**config.mk**
```make
export PLATFORM = sky130hd
export DESIGN_NAME = uart_rx_fifo
export DESIGN_NICKNAME = d
export VERILOG_FILES = /design/src/rtl/uart_rx_fifo.sv
export SDC_FILE = /design/constraint.sdc
export NUM_CORES = 1
export LEC_CHECK = 0
export ABC_AREA = 1
export BUFFER_PORTS_ARGS = -buffer_cell sky130_fd_sc_hd__buf_4
export CAP_MARGIN = 20
export CORE_MARGIN = 2
export CORE_UTILIZATION = 66
export DETAILED_ROUTE_END_ITERATION = 7
export PLACE_DENSITY = 0.85
export SLEW_MARGIN = 20
export SYNTH_ARGS = -nofsm -noshare
export SYNTH_HDL_FRONTEND = slang
export SYNTH_SLANG_ARGS = --single-unit
```
**constraint.sdc**
```tcl
create_clock -name clk -period 3.5 [get_ports clk]
set_clock_uncertainty 0.1 [all_clocks]
set_input_delay 0.525 -clock clk [delete_from_list [all_inputs] [get_ports clk]]
set_output_delay 0.525 -clock clk [all_outputs]
set_load 0.01 [all_outputs]
```
**src/rtl/uart_rx_fifo.sv**
```systemverilog
`default_nettype none
// ============================================================================
// Module      : uart_rx_fifo
// Description : UART receive byte buffer; edge-detects rx_done into a
//               circular FIFO with a first-word-fall-through read port.
// Revision    : 1.0 - initial release
// ============================================================================
module uart_rx_fifo #(
  parameter int DEPTH  = 16,
  parameter int ADDR_W = 4
) (
  input  logic              clk,
  input  logic              rst,
  input  logic [7:0]        rx_data,
  input  logic              rx_done,
  output logic [7:0]        rd_data,
  output logic              rd_valid,
  input  logic              rd_ready,
  output logic [ADDR_W:0]   count,
  output logic              full,
  output logic              empty,
  output logic              overflow,
  input  logic              ovf_clr
);

  localparam logic [ADDR_W:0]   c_FULL_CNT = (ADDR_W + 1)'(DEPTH);
  localparam logic [ADDR_W:0]   c_CNT_ONE  = (ADDR_W + 1)'(1);
  localparam logic [ADDR_W-1:0] c_PTR_ONE  = ADDR_W'(1);

  logic [7:0]        r_mem [DEPTH];
  logic [ADDR_W-1:0] r_wr_ptr;
  logic [ADDR_W-1:0] r_rd_ptr;
  logic [ADDR_W:0]   r_count;
  logic              r_rx_done_q;
  logic              r_overflow;

  logic w_wr_evt;
  logic w_rd_evt;
  logic w_wr_acc;
  logic w_drop;

  assign empty    = (r_count == '0);
  assign full     = (r_count == c_FULL_CNT);
  assign rd_valid = ~empty;
  assign rd_data  = r_mem[r_rd_ptr];
  assign count    = r_count;
  assign overflow = r_overflow;

  assign w_wr_evt = rx_done & ~r_rx_done_q;
  assign w_rd_evt = rd_valid & rd_ready;
  // A read in the same cycle frees a slot, so a full FIFO can still accept.
  assign w_wr_acc = w_wr_evt & (~full | w_rd_evt);
  assign w_drop   = w_wr_evt & full & ~w_rd_evt;

  always_ff @(posedge clk) begin
    if (w_wr_acc) begin
      r_mem[r_wr_ptr] <= rx_data;
    end
  end

  // rx_done_q resets high so a level already present at release is ignored.
  always_ff @(posedge clk or negedge rst) begin
    if (!rst) begin
      r_wr_ptr    <= '0;
      r_rd_ptr    <= '0;
      r_count     <= '0;
      r_rx_done_q <= 1'b1;
      r_overflow  <= 1'b0;
    end else begin
      r_rx_done_q <= rx_done;
      if (w_wr_acc) begin
        r_wr_ptr <= r_wr_ptr + c_PTR_ONE;
      end
      if (w_rd_evt) begin
        r_rd_ptr <= r_rd_ptr + c_PTR_ONE;
      end
      if (w_wr_acc && !w_rd_evt) begin
        r_count <= r_count + c_CNT_ONE;
      end else if (w_rd_evt && !w_wr_acc) begin
        r_count <= r_count - c_CNT_ONE;
      end
      if (w_drop) begin
        r_overflow <= 1'b1;
      end else if (ovf_clr) begin
        r_overflow <= 1'b0;
      end
    end
  end

endmodule
`default_nettype wire

```
==> After elaboration in Yosys (flattened, before gate mapping) <==
Memory sizes are Yosys's and may differ from the RTL's.
Cells that the tools add are included.
{ "op_classes": {"bitwise": 10, "n_eq_ne": 1, "n_lt_le_gt_ge": 0, "reduce_logical": 7, "div_mod_pow": 0, "mul": 0, "n_addsub": 4, "n_mux": 6, "shift": 0} }
{ "ops": {"columns": ["operator", "n"], "rows": [
  ["$mux 5", 2],
  ["$add 4x1->4 const B", 2],
  ["$add 5x1->5 const B", 1],
  ["$and 1x1->1", 5],
  ["$eq 5x5->1 const B", 1],
  ["$logic_not 5->1", 1],
  ["$sub 5x1->5 const B", 1],
  ["$mux 1", 4],
  ["$not 1->1", 4],
  ["$reduce_bool 2->1", 2],
  ["$logic_and 1x1->1", 2],
  ["$logic_not 1->1", 2],
  ["$or 1x1->1", 1]
]} }
{ "word_totals": {"ff_bits": 15, "output_inout_bits": 17, "inputBits": 13, "mem_bits_ro": 0, "mem_bits_rw": 128, "latch_bits": 0, "word_cells": 34, "memories": 1} }
{ "mem_list": {"columns": ["name", "words", "width", "read_ports", "rd_ports_with_merged_regs", "write_ports", "line_no", "source"], "rows": [
  ["r_mem", 16, 8, 1, 0, 1, "30", "logic [7:0] r_mem [DEPTH];"]
]} }

==> Depth between registers and ports, before layout <==
{ "logic_depth": {"word_depth": 9, "depth_mapped": 15, "depth_no_buf": 14} }

==> Worst setup path before layout <==
Ideal clock, no wire load.
{ "synth_path": {"path_kind": "register to register", "startpoint": "register r_count[1], in the netlist count[1]", "endpoint": "register r_count[4], in the netlist count[4]", "setup_ns": 0.117, "stages_incl_launch_ff": 15, "setup_slack_ns": 1.174, "t_arrival_ns": 2.109, "n_path_buf": 1, "period_less_slack_ns": 2.326, "required_time_ns": 3.283, "cell_sequence": "dfrtp_1 -> nor2_1 -> nand4_1 -> nand2_1 -> buf_2 -> inv_1 -> ha_1 -> inv_1 -> ha_1 -> nand2_1 -> nand3_1 -> nand3_1 -> nand2_1 -> nand2_1 -> nand2_1"} }
{ "synth_between": {"elab_chain_len": 8, "word_cells_on_any_way": 16, "classes_between": "add/sub: 2; eq/ne: 1; mux: 2; bitwise: 5; reduce/logical: 6"} }
{ "synth_rtl": {"columns": ["element", "line_no", "source"], "rows": [
  ["from (decl)", "33", "logic [ADDR_W:0] r_count;"],
  ["from (signal assigned)", "78", "r_count <= r_count + c_CNT_ONE;"],
  ["from (signal assigned)", "80", "r_count <= r_count - c_CNT_ONE;"],
  ["$logic_not 5->1", "42", "assign empty = (r_count == '0);"],
  ["$not 1->1", "44", "assign rd_valid = ~empty;"],
  ["$and 1x1->1", "50", "assign w_rd_evt = rd_valid & rd_ready;"],
  ["$or 1x1->1 *", "52", "assign w_wr_acc = w_wr_evt & (~full | w_rd_evt);"],
  ["$and 1x1->1 *", "52", null],
  ["net w_wr_acc", "39", "logic w_wr_acc;"],
  ["$logic_not 1->1", "79", "end else if (w_rd_evt && !w_wr_acc) begin"],
  ["$logic_and 1x1->1", "79", null],
  ["$reduce_bool 2->1 (no line)", null, null]
]} }
Mark *: on every way through the listed nets, which the timed path passes. The rest lies on a longest branch. The select of a mux whose other input is x is not followed.
A chain may end at the register's enable or synchronous reset.

==> Worst setup path after layout <==
{ "layout_path": {"startpoint": "register r_rd_ptr[0]", "endpoint": "output port rd_data[1]"} }
{ "layout_between": {"elab_chain_len": 1} }
{ "layout_rtl": {"columns": ["element", "line_no", "source"], "rows": [
  ["from (decl)", "32", "logic [ADDR_W-1:0] r_rd_ptr;"],
  ["from (signal assigned)", "75", "r_rd_ptr <= r_rd_ptr + c_PTR_ONE;"],
  ["$mem_v2 16x8", null, null],
  ["to (decl)", "16", "output logic [7:0] rd_data,"]
]} }
Every way passes these cells.

==> impl_metrics.tcl <==
set metrics [dict create \
    outcome "finished, final reports clean" \
    track_usage_pct 30.2 \
    gp_congestion 0.821 \
    worst_slew_pin_slew_ns 0.904 \
    dpl.hpwl_um 9120 \
    yosysUniqueCellTypes 25 \
    critPathBufInv 2 \
    antenna_left 0 \
    cts_tree "yes" \
    grt_remaining_overflow 0 \
    cp-end-kind "output port" \
    hold_end "r_rx_done_q$_DFF_PN1_" \
    io_pins 30 \
    r2r-end "count[4]$_DFFE_PN0P_" \
    initial_core_util_pct 68.6 \
    fmax_ghz 0.329 \
    cp_cell_sequence "inv_2 -> nand2_1 -> nand3_1 -> nand2_1 -> nor2_1 -> nand2_1 -> nand2_1 -> buf_4" \
    synth_area_mm2 0.00636 \
    htree_levels 4 \
    drive_gt1_share_pct 12.5 \
    r2r_slack_ns 0.94 \
    finalHoldViolCount 0 \
    leakage_nw 3.19 \
    wl_per_cell_um 17.8 \
    worst_ir_drop_vdd_mv 0.563 \
    fp.dieW_um 102 \
    min_period_ns 3.04 \
    setup_violations 0 \
    post_cts_resized 0 \
    drtPass1Iterations 8 \
    cts.clk_slew.worst_paths_ns 0.06 \
    crit_required_ns 2.87 \
    power_density_mw_per_mm2 799 \
    nets 705 \
    grt_pass1_wl_um 22800 \
    grt_pass1_vias 4575 \
    hold_path_startpoint "rx_done" \
    r2r_cells 14 \
    ys.warnings.count 0 \
    root_buffer "clkbuf_8" \
    drcViolationCount 0 \
    syn2layout_area_growth_pct 15.3 \
    worstSkewPairLatency_ns 0.52 \
    syn_nets 660 \
    crit_slowest_cell "inv_2" \
    avgViaCountPerCell 5.62 \
    ys_ff_latch 143 \
    fillers 572 \
    regArea_mm2 0.00422 \
    crit_type "reg -> out" \
    postCtsSetupBuffers 0 \
    slew_headroom_pct 39.6 \
    total_power_mw 5.86 \
    diodes 0 \
    critical_path.startpoint_type "register" \
    cap_violations 0 \
    core_area_mm2 0.00928 \
    dp.cells 791 \
    arrival_ns 2.42 \
    cpMostUsedCell "nand2_1" \
    regToRegStartpoint "count[2]$_DFFE_PN0P_" \
    port_buffers 29 \
    syn_avg_cell_area_um2 9.99 \
    antenna_found_initial 0 \
    multi_input_area_mm2 0.00174 \
    via_count 4627 \
    die-area_mm2 0.0104 \
    clockBufferDepth 2 \
    cp_slowest_stage_delay_ns 0.66 \
    fin_crit_sh_pct 86.9 \
    drt_iter0_drc 460 \
    grt_max_degree 83 \
    routed_wl_um 14600 \
    hold_class "in -> reg" \
    crit_path_max_fanout 50 \
    hold_depth 1 \
    die_y_um 102 \
    slew_viol_final 0 \
    cts_buffers 17 \
    rows 35 \
    syn_inst 637 \
    rsz0062_at_grt "no" \
    fin_setup_tns_ns 0 \
    cts.sinks 143 \
    cp_top_family "buffers and inverters" \
    final_cell_count_no_fill 824 \
    seq_area_frac_synth_pct 66.3 \
]
registers in the layout, indices dropped and copies added, names as in the netlist:
signal,flops
count,5
overflow,1
r_mem,128
r_rd_ptr,4
r_rx_done_q,1
r_wr_ptr,4
repair_timing:
| action | CTS | global route |
|---|---|---|
| hold buffers | 1 | 0 |
| endpoints found under the hold margin | 15 | 0 |
| setup endpoints to repair | 0 | 0 |
kinds of logic (layout without fill, tap and decap cells):
family / Yosys count / count (layout) / share of synthesized area, %
xor+xnor: 4 / 4 / 0.551
compound gates: 5 / 5 / 0.393
fa+ha+maj: 10 / 10 / 2.08
simple gates: 378 / 378 / 24.3
buf+inv: 97 / 155 / 6.39
flops: 143 / 143 / 66.3
power by group:
| part | total (mW) | leakage, nW | switching (mW) | internal, mW |
|---|---|---|---|---|
| clock network | 1.72 | 0.270 | 0.699 | 1.02 |
| registers | 2.12 | 1.34 | 0.128 | 2.00 |
| logic | 2.01 | 1.59 | 1.36 | 0.658 |
| total | 5.86 | 3.19 | 2.18 | 3.68 |
routing by layer:
layer  routed length [um]  global-route usage, %
met5                    0                      0
met4                  617                   16.7
met3                  899                   5.95
met2                 7410                   49.8
met1                 5710                   37.8
metrics by stage:
stage	utilization (%)	hold WS [ns]	worst slack [ns]	area, um2
after floorplan	-	0.129	1.17	6360
after global placement	72.8	0.288	1.01	6760
after detailed placement	72.8	0.293	0.881	6760
after CTS	79.0	0.00339	0.499	7340
after global routing	79.0	0.000165	0.294	7340
final	79.0	0.0148	0.459	7340
worst max-delay path by stage:
| stage | startpoint | end | slack [ns] | cells after the start |
|---|---|---|---|---|
| final | r_rd_ptr[0]$_DFFE_PN0N_ | rd_data[1] | 0.46 | 8 |
| after global routing | r_rd_ptr[0]$_DFFE_PN0N_ | rd_data[0] | 0.29 | 8 |
| after CTS | r_rd_ptr[0]$_DFFE_PN0N_ | rd_data[1] | 0.50 | 8 |
| after detailed placement | rd_ready | count[4]$_DFFE_PN0P_ | 0.88 | 15 |
| after global placement | rd_ready | count[4]$_DFFE_PN0P_ | 1.01 | 15 |
| after floorplan | count[1]$_DFFE_PN0P_ | count[4]$_DFFE_PN0P_ | 1.17 | 14 |
cell type report:
cell class / count / share of cell area, %
clock buffers: 20 / 5.80
clock inverters: 12 / 1.88
inverters: 73 / 3.74
multi-input cells: 397 / 23.7
flip-flops and latches: 143 / 57.5
well taps: 129 / 2.20
repair buffers: 50 / 5.15
synthesized netlist by cell type:
library cell / count / area share (%)
nand4_1: 3 / 0.29
clkinv_1: 1 / 0.059
nor2_8: 1 / 0.31
o21ai_0: 3 / 0.24
inv_2: 4 / 0.24
a21oi_1: 1 / 0.079
nand2_1: 240 / 14
buf_6: 2 / 0.35
o21ai_1: 1 / 0.079
ha_1: 9 / 1.8
inv_1: 68 / 4.0
dfrtp_1: 14 / 5.5
nor3_1: 16 / 1.3
nor2_1: 54 / 3.2
fa_1: 1 / 0.31
xor2_1: 2 / 0.28
dfstp_2: 1 / 0.41
nand3_1: 62 / 4.9
buf_4: 2 / 0.24
nand2_2: 2 / 0.20
buf_2: 16 / 1.3
xnor2_1: 2 / 0.28
edfxtp_1: 128 / 60
clkbuf_1: 3 / 0.18
buf_1: 1 / 0.059
layout by cell type (no fill, tap or decap), drive strengths merged, types with 4 or more instances in the layout:
cell type and instances:
nor2 55, dfrtp 14, clkbuf 20, ha 9, nand2 242, buf 49
nor3 16, edfxtp 128, clkinv 6, inv 75, nand3 62, o21ai 4
Note: power is estimated with default switching activity, not from simulation.
